==> src/rtl/lcd_seq_pkg.sv <==
// Shared constants, FSM state encoding and init ROM for the UART-to-LCD sequencer.
package lcd_seq_pkg;

    // HD44780 command bytes and the carriage-return control character
    localparam logic [7:0] FUNC_SET = 8'h38;
    localparam logic [7:0] DISP_ON  = 8'h0C;
    localparam logic [7:0] ENTRY    = 8'h06;
    localparam logic [7:0] CLEAR    = 8'h01;
    localparam logic [7:0] LINE1    = 8'h80;
    localparam logic [7:0] LINE2    = 8'hC0;
    localparam logic [7:0] CR       = 8'h0D;

    // Power-up init sequence length and the index width that can also hold "done"
    localparam int unsigned INIT_LEN   = 4;
    localparam int unsigned INIT_IDX_W = 3;

    // FSM state encoding
    localparam int unsigned STATE_W = 3;
    typedef logic [STATE_W-1:0] state_t;
    localparam logic [2:0] ST_POWERUP = 3'd0;
    localparam logic [2:0] ST_INIT    = 3'd1;
    localparam logic [2:0] ST_IDLE    = 3'd2;
    localparam logic [2:0] ST_DECODE  = 3'd3;
    localparam logic [2:0] ST_SETUP   = 3'd4;
    localparam logic [2:0] ST_STROBE  = 3'd5;
    localparam logic [2:0] ST_HOLD    = 3'd6;
    localparam logic [2:0] ST_WAIT    = 3'd7;

    // Init ROM: command issued at each step of the power-up sequence
    function automatic logic [7:0] init_cmd(input logic [INIT_IDX_W-1:0] idx);
        logic [7:0] cmd;
        case (idx)
            3'd0:    cmd = FUNC_SET;
            3'd1:    cmd = DISP_ON;
            3'd2:    cmd = ENTRY;
            default: cmd = CLEAR;
        endcase
        return cmd;
    endfunction

    // Printable ASCII range accepted as display characters
    function automatic logic is_printable(input logic [7:0] b);
        return (b >= 8'h20) && (b <= 8'h7E);
    endfunction

endpackage

==> src/rtl/byte_fifo.sv <==
// Small synchronous FIFO with registered full/empty flags and a show-ahead head word.
module byte_fifo #(
    parameter int unsigned DEPTH = 8,
    parameter int unsigned WIDTH = 8
) (
    input  logic             clk,
    input  logic             reset_n,
    input  logic             push_i,
    input  logic [WIDTH-1:0] wdata_i,
    input  logic             pop_i,
    output logic [WIDTH-1:0] head_o,
    output logic             full_o,
    output logic             empty_o
);

    localparam int unsigned AW    = $clog2(DEPTH);
    localparam int unsigned CNT_W = AW + 1;

    logic [WIDTH-1:0] mem_q [DEPTH];
    logic [AW-1:0]    wptr_q, rptr_q;
    logic [CNT_W-1:0] count_q, count_d;
    logic             full_q, empty_q;
    logic             do_push_c, do_pop_c;

    // A push is accepted when a slot is free or one is being freed this cycle
    always_comb begin
        do_push_c = push_i && (!full_q || pop_i);
        do_pop_c  = pop_i && !empty_q;
        count_d   = count_q;
        if (do_push_c && !do_pop_c) begin
            count_d = count_q + CNT_W'(1);
        end else if (!do_push_c && do_pop_c) begin
            count_d = count_q - CNT_W'(1);
        end
    end

    // Pointers, occupancy and flags
    always_ff @(posedge clk or negedge reset_n) begin
        if (!reset_n) begin
            wptr_q  <= '0;
            rptr_q  <= '0;
            count_q <= '0;
            full_q  <= 1'b0;
            empty_q <= 1'b1;
        end else begin
            if (do_push_c) wptr_q <= wptr_q + AW'(1);
            if (do_pop_c)  rptr_q <= rptr_q + AW'(1);
            count_q <= count_d;
            full_q  <= (count_d == CNT_W'(DEPTH));
            empty_q <= (count_d == '0);
        end
    end

    // Storage array (no reset needed; guarded by the occupancy count)
    always_ff @(posedge clk) begin
        if (do_push_c) mem_q[wptr_q] <= wdata_i;
    end

    assign head_o  = mem_q[rptr_q];
    assign full_o  = full_q;
    assign empty_o = empty_q;

endmodule

==> src/rtl/uart_lcd_sequencer.sv <==
// Buffers UART bytes, runs LCD power-up init and drives timed LCD writes with cursor wrap.
module uart_lcd_sequencer
    import lcd_seq_pkg::*;
#(
    parameter int unsigned DEPTH     = 8,
    parameter int unsigned E_HIGH    = 12,
    parameter int unsigned T_CMD     = 2500,
    parameter int unsigned T_CLEAR   = 82000,
    parameter int unsigned T_POWERUP = 750000
) (
    input  logic       clk,
    input  logic       reset_n,
    input  logic [7:0] uart_data,
    input  logic       rx_complete_flag,
    output logic       rx_complete_del_flag,
    output logic       lcd_rs,
    output logic       lcd_rw,
    output logic       lcd_e,
    output logic [7:0] lcd_data,
    output logic       ready
);

    localparam int unsigned T_MAX1 = (E_HIGH > T_CMD) ? E_HIGH : T_CMD;
    localparam int unsigned T_MAX2 = (T_CLEAR > T_POWERUP) ? T_CLEAR : T_POWERUP;
    localparam int unsigned T_MAX  = (T_MAX1 > T_MAX2) ? T_MAX1 : T_MAX2;
    localparam int unsigned CNT_W  = $clog2(T_MAX);

    logic [STATE_W-1:0]    state_q, state_d;
    logic [CNT_W-1:0]      cnt_q, cnt_d, settle_c;
    logic [4:0]            cursor_q, cursor_d;
    logic                  last31_q, last31_d;
    logic [INIT_IDX_W-1:0] init_idx_q, init_idx_d;
    logic [7:0]            byte_q, byte_d;
    logic [7:0]            pend_q, pend_d;
    logic                  pend_vld_q, pend_vld_d;
    logic                  lcd_rs_q, lcd_rs_d;
    logic [7:0]            lcd_data_q, lcd_data_d;
    logic                  lcd_e_q, lcd_e_d;
    logic                  ready_q, ready_d;
    logic                  armed_q, armed_d;
    logic                  del_q;
    logic                  push_c, pop_c;
    logic                  fifo_full, fifo_empty;
    logic [7:0]            fifo_head;

    byte_fifo #(
        .DEPTH (DEPTH),
        .WIDTH (8)
    ) u_fifo (
        .clk     (clk),
        .reset_n (reset_n),
        .push_i  (push_c),
        .wdata_i (uart_data),
        .pop_i   (pop_c),
        .head_o  (fifo_head),
        .full_o  (fifo_full),
        .empty_o (fifo_empty)
    );

    // Capture handshake: one push per flag assertion, re-armed only by a low flag
    always_comb begin
        push_c  = rx_complete_flag && armed_q && (!fifo_full || pop_c);
        armed_d = armed_q;
        if (push_c) begin
            armed_d = 1'b0;
        end else if (!rx_complete_flag) begin
            armed_d = 1'b1;
        end
    end

    // Sequencer next-state, write scheduling and cursor tracking
    always_comb begin
        state_d    = state_q;
        cnt_d      = cnt_q;
        cursor_d   = cursor_q;
        last31_d   = last31_q;
        init_idx_d = init_idx_q;
        byte_d     = byte_q;
        pend_d     = pend_q;
        pend_vld_d = pend_vld_q;
        lcd_rs_d   = lcd_rs_q;
        lcd_data_d = lcd_data_q;
        ready_d    = ready_q;
        pop_c      = 1'b0;
        settle_c   = (!lcd_rs_q && (lcd_data_q == CLEAR)) ? CNT_W'(T_CLEAR - 1)
                                                          : CNT_W'(T_CMD - 1);

        case (state_q)
            ST_POWERUP: begin
                // INIT takes the last idle cycle before the first SETUP
                if (cnt_q == CNT_W'(T_POWERUP - 2)) begin
                    state_d = ST_INIT;
                    cnt_d   = '0;
                end else begin
                    cnt_d = cnt_q + CNT_W'(1);
                end
            end
            ST_INIT: begin
                lcd_rs_d   = 1'b0;
                lcd_data_d = init_cmd(init_idx_q);
                init_idx_d = init_idx_q + INIT_IDX_W'(1);
                state_d    = ST_SETUP;
            end
            ST_IDLE: begin
                if (!fifo_empty) begin
                    pop_c   = 1'b1;
                    byte_d  = fifo_head;
                    state_d = ST_DECODE;
                end
            end
            ST_DECODE: begin
                if (byte_q == CR) begin
                    lcd_rs_d   = 1'b0;
                    lcd_data_d = CLEAR;
                    cursor_d   = '0;
                    last31_d   = 1'b0;
                    state_d    = ST_SETUP;
                end else if (is_printable(byte_q)) begin
                    state_d = ST_SETUP;
                    if ((cursor_q == 5'd16) || ((cursor_q == 5'd0) && last31_q)) begin
                        // Reposition first; the character follows from WAIT
                        lcd_rs_d   = 1'b0;
                        lcd_data_d = (cursor_q == 5'd16) ? LINE2 : LINE1;
                        pend_d     = byte_q;
                        pend_vld_d = 1'b1;
                    end else begin
                        lcd_rs_d   = 1'b1;
                        lcd_data_d = byte_q;
                        last31_d   = (cursor_q == 5'd31);
                        cursor_d   = cursor_q + 5'd1;
                    end
                end else begin
                    state_d = ST_IDLE;
                end
            end
            ST_SETUP: begin
                state_d = ST_STROBE;
                cnt_d   = '0;
            end
            ST_STROBE: begin
                if (cnt_q == CNT_W'(E_HIGH - 1)) begin
                    state_d = ST_HOLD;
                    cnt_d   = '0;
                end else begin
                    cnt_d = cnt_q + CNT_W'(1);
                end
            end
            ST_HOLD: begin
                state_d = ST_WAIT;
                cnt_d   = '0;
            end
            ST_WAIT: begin
                if (cnt_q == settle_c) begin
                    cnt_d = '0;
                    if (!ready_q) begin
                        if (init_idx_q == INIT_IDX_W'(INIT_LEN)) begin
                            ready_d = 1'b1;
                            state_d = ST_IDLE;
                        end else begin
                            lcd_rs_d   = 1'b0;
                            lcd_data_d = init_cmd(init_idx_q);
                            init_idx_d = init_idx_q + INIT_IDX_W'(1);
                            state_d    = ST_SETUP;
                        end
                    end else if (pend_vld_q) begin
                        lcd_rs_d   = 1'b1;
                        lcd_data_d = pend_q;
                        pend_vld_d = 1'b0;
                        last31_d   = (cursor_q == 5'd31);
                        cursor_d   = cursor_q + 5'd1;
                        state_d    = ST_SETUP;
                    end else begin
                        state_d = ST_IDLE;
                    end
                end else begin
                    cnt_d = cnt_q + CNT_W'(1);
                end
            end
            default: begin
                state_d = ST_POWERUP;
                cnt_d   = '0;
            end
        endcase

        lcd_e_d = (state_d == ST_STROBE);
    end

    // State, timing and output registers
    always_ff @(posedge clk or negedge reset_n) begin
        if (!reset_n) begin
            state_q    <= ST_POWERUP;
            cnt_q      <= '0;
            cursor_q   <= '0;
            last31_q   <= 1'b0;
            init_idx_q <= '0;
            byte_q     <= '0;
            pend_q     <= '0;
            pend_vld_q <= 1'b0;
            lcd_rs_q   <= 1'b0;
            lcd_data_q <= '0;
            lcd_e_q    <= 1'b0;
            ready_q    <= 1'b0;
            armed_q    <= 1'b0;
            del_q      <= 1'b0;
        end else begin
            state_q    <= state_d;
            cnt_q      <= cnt_d;
            cursor_q   <= cursor_d;
            last31_q   <= last31_d;
            init_idx_q <= init_idx_d;
            byte_q     <= byte_d;
            pend_q     <= pend_d;
            pend_vld_q <= pend_vld_d;
            lcd_rs_q   <= lcd_rs_d;
            lcd_data_q <= lcd_data_d;
            lcd_e_q    <= lcd_e_d;
            ready_q    <= ready_d;
            armed_q    <= armed_d;
            del_q      <= push_c;
        end
    end

    assign rx_complete_del_flag = del_q;
    assign lcd_rs               = lcd_rs_q;
    assign lcd_rw               = 1'b0;
    assign lcd_e                = lcd_e_q;
    assign lcd_data             = lcd_data_q;
    assign ready                = ready_q;

endmodule

==> config.mk <==
export PLATFORM = sky130hd
export DESIGN_NAME = uart_lcd_sequencer
export DESIGN_NICKNAME = d
export VERILOG_FILES = /design/src/rtl/lcd_seq_pkg.sv /design/src/rtl/byte_fifo.sv /design/src/rtl/uart_lcd_sequencer.sv
export SDC_FILE = /design/constraint.sdc
export NUM_CORES = 1
export LEC_CHECK = 0
export BUFFER_PORTS_ARGS = -buffer_cell sky130_fd_sc_hd__buf_2
export CAP_MARGIN = 5
export CELL_PAD_IN_SITES_DETAIL_PLACEMENT = 2
export CELL_PAD_IN_SITES_GLOBAL_PLACEMENT = 2
export CORE_AREA = 2 2 129 131
export CTS_BUF_LIST = sky130_fd_sc_hd__clkbuf_16
export CTS_CLUSTER_DIAMETER = 40
export DETAILED_ROUTE_END_ITERATION = 10
export DIE_AREA = 0 0 131 133
export GPL_TIMING_DRIVEN = 0
export PLACE_DENSITY_LB_ADDON = 0.15
export SKIP_CTS_REPAIR_TIMING = 1
export SYNTH_ARGS = -nofsm -noshare
export SYNTH_HDL_FRONTEND = slang
export SYNTH_HIERARCHICAL = 1
export SYNTH_SLANG_ARGS = --single-unit
==> constraint.sdc <==
create_clock -name clk -period 9.3 [get_ports clk]
set_input_delay 0.93 -clock clk [delete_from_list [all_inputs] [get_ports clk]]
set_output_delay 0.93 -clock clk [all_outputs]
set_load 0.03 [all_outputs]
==> results of run 1 <==
[cell usage after synthesis (3+ instances only)]
cell type and instances:
sky130_fd_sc_hd__nor4_1 16, sky130_fd_sc_hd__mux4_2 16, sky130_fd_sc_hd__or4_4 3, sky130_fd_sc_hd__and4_1 4, sky130_fd_sc_hd__and2_1 4, sky130_fd_sc_hd__nand3_1 29
sky130_fd_sc_hd__clkbuf_1 13, sky130_fd_sc_hd__nand2b_1 9, sky130_fd_sc_hd__mux2i_1 12, sky130_fd_sc_hd__nand4_1 10, sky130_fd_sc_hd__nor2_1 38, sky130_fd_sc_hd__a211oi_1 3
sky130_fd_sc_hd__dfrtp_1 73, sky130_fd_sc_hd__nand2_1 36, sky130_fd_sc_hd__o31ai_1 6, sky130_fd_sc_hd__ha_1 13, sky130_fd_sc_hd__mux2_2 27, sky130_fd_sc_hd__xnor2_1 7
sky130_fd_sc_hd__buf_2 5, sky130_fd_sc_hd__or3_1 4, sky130_fd_sc_hd__nor3_1 16, sky130_fd_sc_hd__a31oi_1 5, sky130_fd_sc_hd__xor2_1 6, sky130_fd_sc_hd__inv_1 17
sky130_fd_sc_hd__and3_1 10, sky130_fd_sc_hd__edfxtp_1 64, sky130_fd_sc_hd__a21oi_1 17, sky130_fd_sc_hd__buf_1 3, sky130_fd_sc_hd__o21ai_0 24, sky130_fd_sc_hd__nor2b_1 4
sky130_fd_sc_hd__buf_4 6
[power breakdown]
part | switching [mW] | internal (mW)
Sequential | 0.0421 | 0.688
Clock | 0.309 | 0.413
Combinational | 0.0886 | 0.0589
Total | 0.439 | 1.16
[layer usage]
layer / global-route usage / up-vias
met5: 0 / -
met4: 0.05201 / 0
met3: 0.04610 / 15
met2: 0.3998 / 78
met1: 0.3049 / 2497
li1: - / 2178
[flip-flops by register name, indices dropped and copies added, names as in the netlist, 3 cells and up]
signal / flops
u_fifo/mem_q: 64
u_fifo/rptr_q: 3
cnt_q: 20
state_q: 3
cursor_q: 5
byte_q: 8
u_fifo/wptr_q: 3
init_idx_q: 3
pend_q: 8
lcd_data: 8
u_fifo/count_q: 4
[cells by family after synthesis]
| family | share of synthesized area |
|---|---|
| simple gates | 0.1693 |
| compound gates | 0.07877 |
| mux | 0.1238 |
| xor+xnor | 0.01679 |
| buf+inv | 0.03025 |
| flops | 0.5565 |
| fa+ha+maj | 0.02398 |
| other cells | 0.0005529 |
[path summary, 6_finish.rpt]
check                                                    end             startpoint  slack, ns
worst min-delay path                 cursor_q[2]$_DFFE_PN0P_                reset_n       0.40
worst max register to register  u_fifo/mem_q[5][5]$_DFFE_PP_   state_q[2]$_DFF_PN0_       5.64
min in group clk                       pend_q[5]$_DFFE_PN0P_  pend_q[5]$_DFFE_PN0P_       0.49
worst min register to register         pend_q[5]$_DFFE_PN0P_  pend_q[5]$_DFFE_PN0P_       0.49
max in group asynchronous           u_fifo/empty_o$_DFF_PN1_                reset_n       8.26
worst max-delay path            u_fifo/mem_q[5][5]$_DFFE_PP_   state_q[2]$_DFF_PN0_       5.64
[layout by cell type, fill, tap and decap left out, types with 8 or more instances in the layout]
cell type	instances
sky130_fd_sc_hd__a21oi_1	17
sky130_fd_sc_hd__and3_1	10
sky130_fd_sc_hd__buf_2	27
sky130_fd_sc_hd__buf_4	8
sky130_fd_sc_hd__clkbuf_1	13
sky130_fd_sc_hd__clkbuf_16	17
sky130_fd_sc_hd__dfrtp_1	73
sky130_fd_sc_hd__edfxtp_1	64
sky130_fd_sc_hd__ha_1	13
sky130_fd_sc_hd__inv_1	17
sky130_fd_sc_hd__mux2_2	27
sky130_fd_sc_hd__mux2i_1	12
sky130_fd_sc_hd__mux4_2	16
sky130_fd_sc_hd__nand2_1	36
sky130_fd_sc_hd__nand2b_1	9
sky130_fd_sc_hd__nand3_1	29
sky130_fd_sc_hd__nand4_1	10
sky130_fd_sc_hd__nor2_1	38
sky130_fd_sc_hd__nor3_1	13
sky130_fd_sc_hd__nor4_1	15
sky130_fd_sc_hd__o21ai_0	24
[layout make-up]
class | count | area (sq um) | share of cell area
Sequential cell | 138 | 3775 | 0.4806
Multi-Input combinational cell | 372 | 2824 | 0.3595
Clock buffer | 17 | 425.4 | 0.05416
Tap cell | 220 | 275.3 | 0.03504
Clock inverter | 15 | 197.7 | 0.02517
Timing Repair Buffer | 25 | 152.6 | 0.01943
Buffer | 28 | 141.4 | 0.01800
Inverter | 17 | 63.81 | 0.008124
==> results.json, run 1 <==
{
  "htreeDepth": 4,
  "status": "finished clean",
  "syn-cell-area_sq_um": 6783,
  "post_synth_inst_count": 555,
  "worst_hold_path_type": "input port to asynchronous set/reset pin",
  "numClockSinks": 138,
  "final.setup.worst_slack_ns": 5.641,
  "cpLargestDelayFamily": "simple AND/OR/NAND/NOR gates",
  "syn-num-nets": 579,
  "max-cap-violations": 0,
  "critical_path.slowest_cell": "sky130_fd_sc_hd__nor2_1",
  "port_buffers": 22,
  "pre_cts_ws_ns": 5.605,
  "fp.dieW_um": 131,
  "crit_path_cell_trace": "clkbuf_1 -> or3_1 -> inv_1 -> clkbuf_1 -> buf_4 -> or2b_2 -> nand3_1 -> nor2_1",
  "post_placement_cell_area_sq_um": 7232,
  "final-hold-violation-count": 0,
  "kind_of_end_point_of_the_critical_path": "flop",
  "ys_seq_area_frac": 0.5565,
  "dp.final_hpwl_mm": 13.00,
  "drtAntennaViolNets": 0,
  "vias_per_cell": 5.731,
  "number_of_enable_flip_flop_cells_after_synthesis": 64,
  "floorplan.initialDensity": 0.4194,
  "drc": 0,
  "clk-insertion-delay-late_ns": 0.43,
  "placed_cells": 800,
  "antenna_violations_before_repair": 0,
  "fp.coreArea_sq_um": 16170,
  "core.rowCount": 47,
  "critical_path.most_common_cell": "sky130_fd_sc_hd__clkbuf_1",
  "finalSetupViolations": 0,
  "final_core_util": 0.4857,
  "clkSlewWorstSetupHoldPaths_ns": 0.07,
  "avgSynthCellArea_sq_um": 12.22,
  "synthDistinctLibCells": 76,
  "ioPinCount": 24,
  "drt-wirelength-per-cell_um": 22.44,
  "die_area_sq_um": 17420,
  "grtUsageTotal": 0.2332,
  "critical_path.startpoint_type": "flop",
  "critical_path_arrival_ns": 3.71,
  "cp.required_ns": 9.35,
  "synth_area_leader_cell": "sky130_fd_sc_hd__edfxtp_1",
  "power.total_mw": 1.599,
  "post_route_cells_drive_above_1_share": 0.2271,
  "met3RoutedLength_um": 601,
  "yosysWarningCount": 6,
  "top_layer_used": "met4",
  "worst-path-max-fanout": 10,
  "final.setup_skew_ns": 0.01050,
  "setup_repair_after_global_routing_missed_its_margin": "no",
  "relative_slew_slack": 0.2929,
  "final_min_period_over_clock_period": 0.3935,
  "cts_tree": "done",
  "synth_top_area_frac": 0.2833,
  "syn2layout_area_growth_pct": 15.81,
  "drt-pass1-iter-count": 4,
  "number_of_buffers_and_inverters_on_the_critical_path": 4,
  "dr_total_vias": 4768,
  "first_global_vias": 5222,
  "number_of_antenna_diodes": 0,
  "vdd_ir_drop_max_mv": 0.1633,
  "fp.dieH_um": 133,
  "routed_wirelength_mm": 18.67,
  "detail_route.iter0.violations": 212,
  "fillerInstances": 1572,
  "worstSetupPathType": "flop to flop",
  "final.hold.worst_slack_ns": 0.4015,
  "grt_overflow_total": 0,
  "finalNetCount": 623,
  "powerDensity_nw_per_um2": 203.6,
  "grt_first_pass_wirelength_mm": 30.39,
  "met1_length_mm": 8.203,
  "cts.root.buffer_cell": "sky130_fd_sc_hd__clkbuf_16",
  "total_number_of_cells_along_the_worst_setup_path": 8,
  "leakagePower_nw": 3.122,
  "synthFlopType": "sky130_fd_sc_hd__dfrtp_1",
  "ys_ff_latch": 138,
  "maximum_number_of_pins_on_one_net_before_global_route_repair": 53,
  "tightest_slew_ns": 1.051,
  "wl_met2_mm": 9.727,
  "setup_total_negative_slack_ns": 0,
  "layout_min_cycle_time_ns": 3.659,
  "clockBufferDepth": 2,
  "async_flop_share": 0.5362,
  "ff2ff_path_depth": 8,
  "slew_viol_final": 0,
  "layoutNonFillerInstCount": 832,
  "synth.area.top_cells": "sky130_fd_sc_hd__edfxtp_1 28%, sky130_fd_sc_hd__dfrtp_1 27%, sky130_fd_sc_hd__mux4_2 5.3%",
  "worst_path_largest_cell_delay_ns": 0.84,
  "cts_inserted_buffers": 17,
  "gp_congestion": 0.8559,
  "max_freq_mhz": 273.3,
  "finish.instance_area_sq_um": 7855
}
Note: power is estimated with default switching activity, not from simulation.
==> run 2: changes to the inputs <==
- CORE_AREA: 2 2 129 131 -> 2 2 135 137
- DIE_AREA: 0 0 131 133 -> 0 0 137 139
- clock period: 9.3 -> 3.2 ns (I/O delays scaled with it)
==> results.json, run 2 (synthesis results as in run 1) <==
{
  "status": "finished clean",
  "numClockSinks": 138,
  "layout.cells.most_common_list": "73 x sky130_fd_sc_hd__dfrtp_1, 64 x sky130_fd_sc_hd__edfxtp_1, 36 x sky130_fd_sc_hd__nand2_1",
  "largest_registers": "u_fifo/mem_q (64), cnt_q (20)",
  "htreeDepth": 4,
  "die_area_sq_um": 19040,
  "fp.coreArea_sq_um": 17660,
  "leakagePower_nw": 3.170,
  "worst_hold_path_type": "input port to flop",
  "layoutNonFillerInstCount": 845,
  "leading_cell_type_in_the_layout_fill_and_taps_excluded": "sky130_fd_sc_hd__dfrtp_1",
  "cts.root.buffer_cell": "sky130_fd_sc_hd__clkbuf_16",
  "post_placement_cell_area_sq_um": 7246,
  "tightest_slew_ns": 0.7597,
  "setup_repair_after_global_routing_missed_its_margin": "no",
  "final_min_period_over_clock_period": 0.9251,
  "most_flop_heavy_register": "u_fifo/mem_q",
  "detail_route.iter0.violations": 249,
  "cp.required_ns": 3.35,
  "dp.final_hpwl_mm": 12.94,
  "drtAntennaViolNets": 0,
  "kind_of_end_point_of_the_critical_path": "flop",
  "worst_path_largest_cell_delay_ns": 0.51,
  "clockBufferDepth": 2,
  "finalNetCount": 627,
  "layout_min_cycle_time_ns": 2.960,
  "cts_inserted_buffers": 17,
  "core.rowCount": 49,
  "syn2layout_area_growth_pct": 18.23,
  "pre_cts_ws_ns": -0.4632,
  "port_buffers": 22,
  "final.setup_skew_ns": 0.01432,
  "grt_first_pass_wirelength_mm": 30.56,
  "vias_per_cell": 5.652,
  "critical_path.startpoint_type": "flop",
  "critical_path.slowest_cell": "sky130_fd_sc_hd__or3_1",
  "floorplan.initialDensity": 0.3841,
  "relative_slew_slack": 0.4888,
  "vdd_ir_drop_max_mv": 0.4048,
  "finalSetupViolations": 0,
  "critical_path_arrival_ns": 3.11,
  "worstSetupPathType": "flop to flop",
  "number_of_antenna_diodes": 0,
  "routed_wirelength_mm": 18.96,
  "gp_congestion": 0.8476,
  "post_route_cells_drive_above_1_share": 0.2435,
  "fp.dieW_um": 137,
  "setup_total_negative_slack_ns": 0,
  "cts_tree": "done",
  "fp.dieH_um": 139,
  "grtUsageTotal": 0.2122,
  "clk-insertion-delay-late_ns": 0.44,
  "clkSlewWorstSetupHoldPaths_ns": 0.07,
  "powerDensity_nw_per_um2": 579.9,
  "maximum_number_of_pins_on_one_net_before_global_route_repair": 50,
  "first_global_vias": 5336,
  "dr_total_vias": 4776,
  "crit_path_cell_trace": "clkbuf_2 -> or3_1 -> clkinvlp_4 -> buf_4 -> or2b_2 -> nand3_1 -> nor3_4 -> buf_12",
  "max_freq_mhz": 337.8,
  "worst-path-max-fanout": 11,
  "grt_overflow_total": 0,
  "placed_cells": 809,
  "drc": 0,
  "final-hold-violation-count": 0,
  "drt-pass1-iter-count": 5,
  "largest_register_ff_count": 64,
  "slew_viol_final": 0,
  "max-cap-violations": 0,
  "ioPinCount": 24,
  "final.setup.worst_slack_ns": 0.2396,
  "drt-wirelength-per-cell_um": 22.44,
  "antenna_violations_before_repair": 0,
  "finish.instance_area_sq_um": 8019,
  "power.total_mw": 4.650
}
-- run 2: cell types whose count changed in the layout (fill, tap and decap cells not counted), sizes merged --
cell	delta
clkbuf	-2
buf	+5
clkinv	+6
bufinv	-2
inv	-4
dlygate4sd3	+1
-- run 2: per-layer routing --
| layer | global-route usage | vias to the layer above | wire length [um] |
|---|---|---|---|
| met5 | 0 | - | 0 |
| met4 | 0.06077 | 0 | 298 |
| met3 | 0.04167 | 22 | 536 |
| met2 | 0.3598 | 63 | 9660 |
| met1 | 0.2745 | 2502 | 8468 |
| li1 | - | 2189 | - |
-- run 2: path summary, 6_finish.rpt --
path | startpoint | to | slack, ns | cells after the start
setup / recovery | state_q[2]$_DFF_PN0_ | u_fifo/mem_q[1][4]$_DFFE_PP_ | 0.24 | 8
hold / removal | rx_complete_flag | armed_q$_DFFE_PN0P_ | 0.05 | 2
setup reg to reg | state_q[2]$_DFF_PN0_ | u_fifo/mem_q[1][4]$_DFFE_PP_ | 0.24 | 8
hold reg to reg | u_fifo/count_q[3]$_DFF_PN0_ | u_fifo/count_q[3]$_DFF_PN0_ | 0.50 | 1
max in group asynchronous | reset_n | u_fifo/rptr_q[1]$_DFFE_PN0P_ | 2.24 | 3
min in group asynchronous | reset_n | cnt_q[7]$_DFFE_PN0P_ | 0.35 | 2
-- run 2: area by class of cell --
class,count,area (sq um)
Fill cell,1733,9638
Sequential cell,138,3775
Multi-Input combinational cell,372,2885
Clock buffer,17,425.4
Tap cell,229,286.5
Timing Repair Buffer,31,250.2
Clock inverter,15,193.9
Buffer,26,135.1
Inverter,17,67.56
-- run 2: power by group --
| part | switching (mW) | internal, mW | total, mW |
|---|---|---|---|
| sequential | 0.141 | 2.00 | 2.14 |
| clock | 0.960 | 1.07 | 2.03 |
| combinational | 0.283 | 0.202 | 0.485 |
| total | 1.38 | 3.27 | 4.65 |
-- run 2: metrics by stage --
step	utilization	hold slack, ns
after global routing	0.4542	0.06391
after detailed placement	0.4104	0.2737
after global placement	0.4066	0.4635
after floorplan	-	0.02441
after CTS	0.4454	-0.1966
final	0.4542	0.05323
-- run 2: critical path, delay by kind of cell (launching register included) --
family	cells	cell delay [ns]
DFF	1	0.47
buffers and inverters	4	0.85
and+or+nand+nor	4	1.36
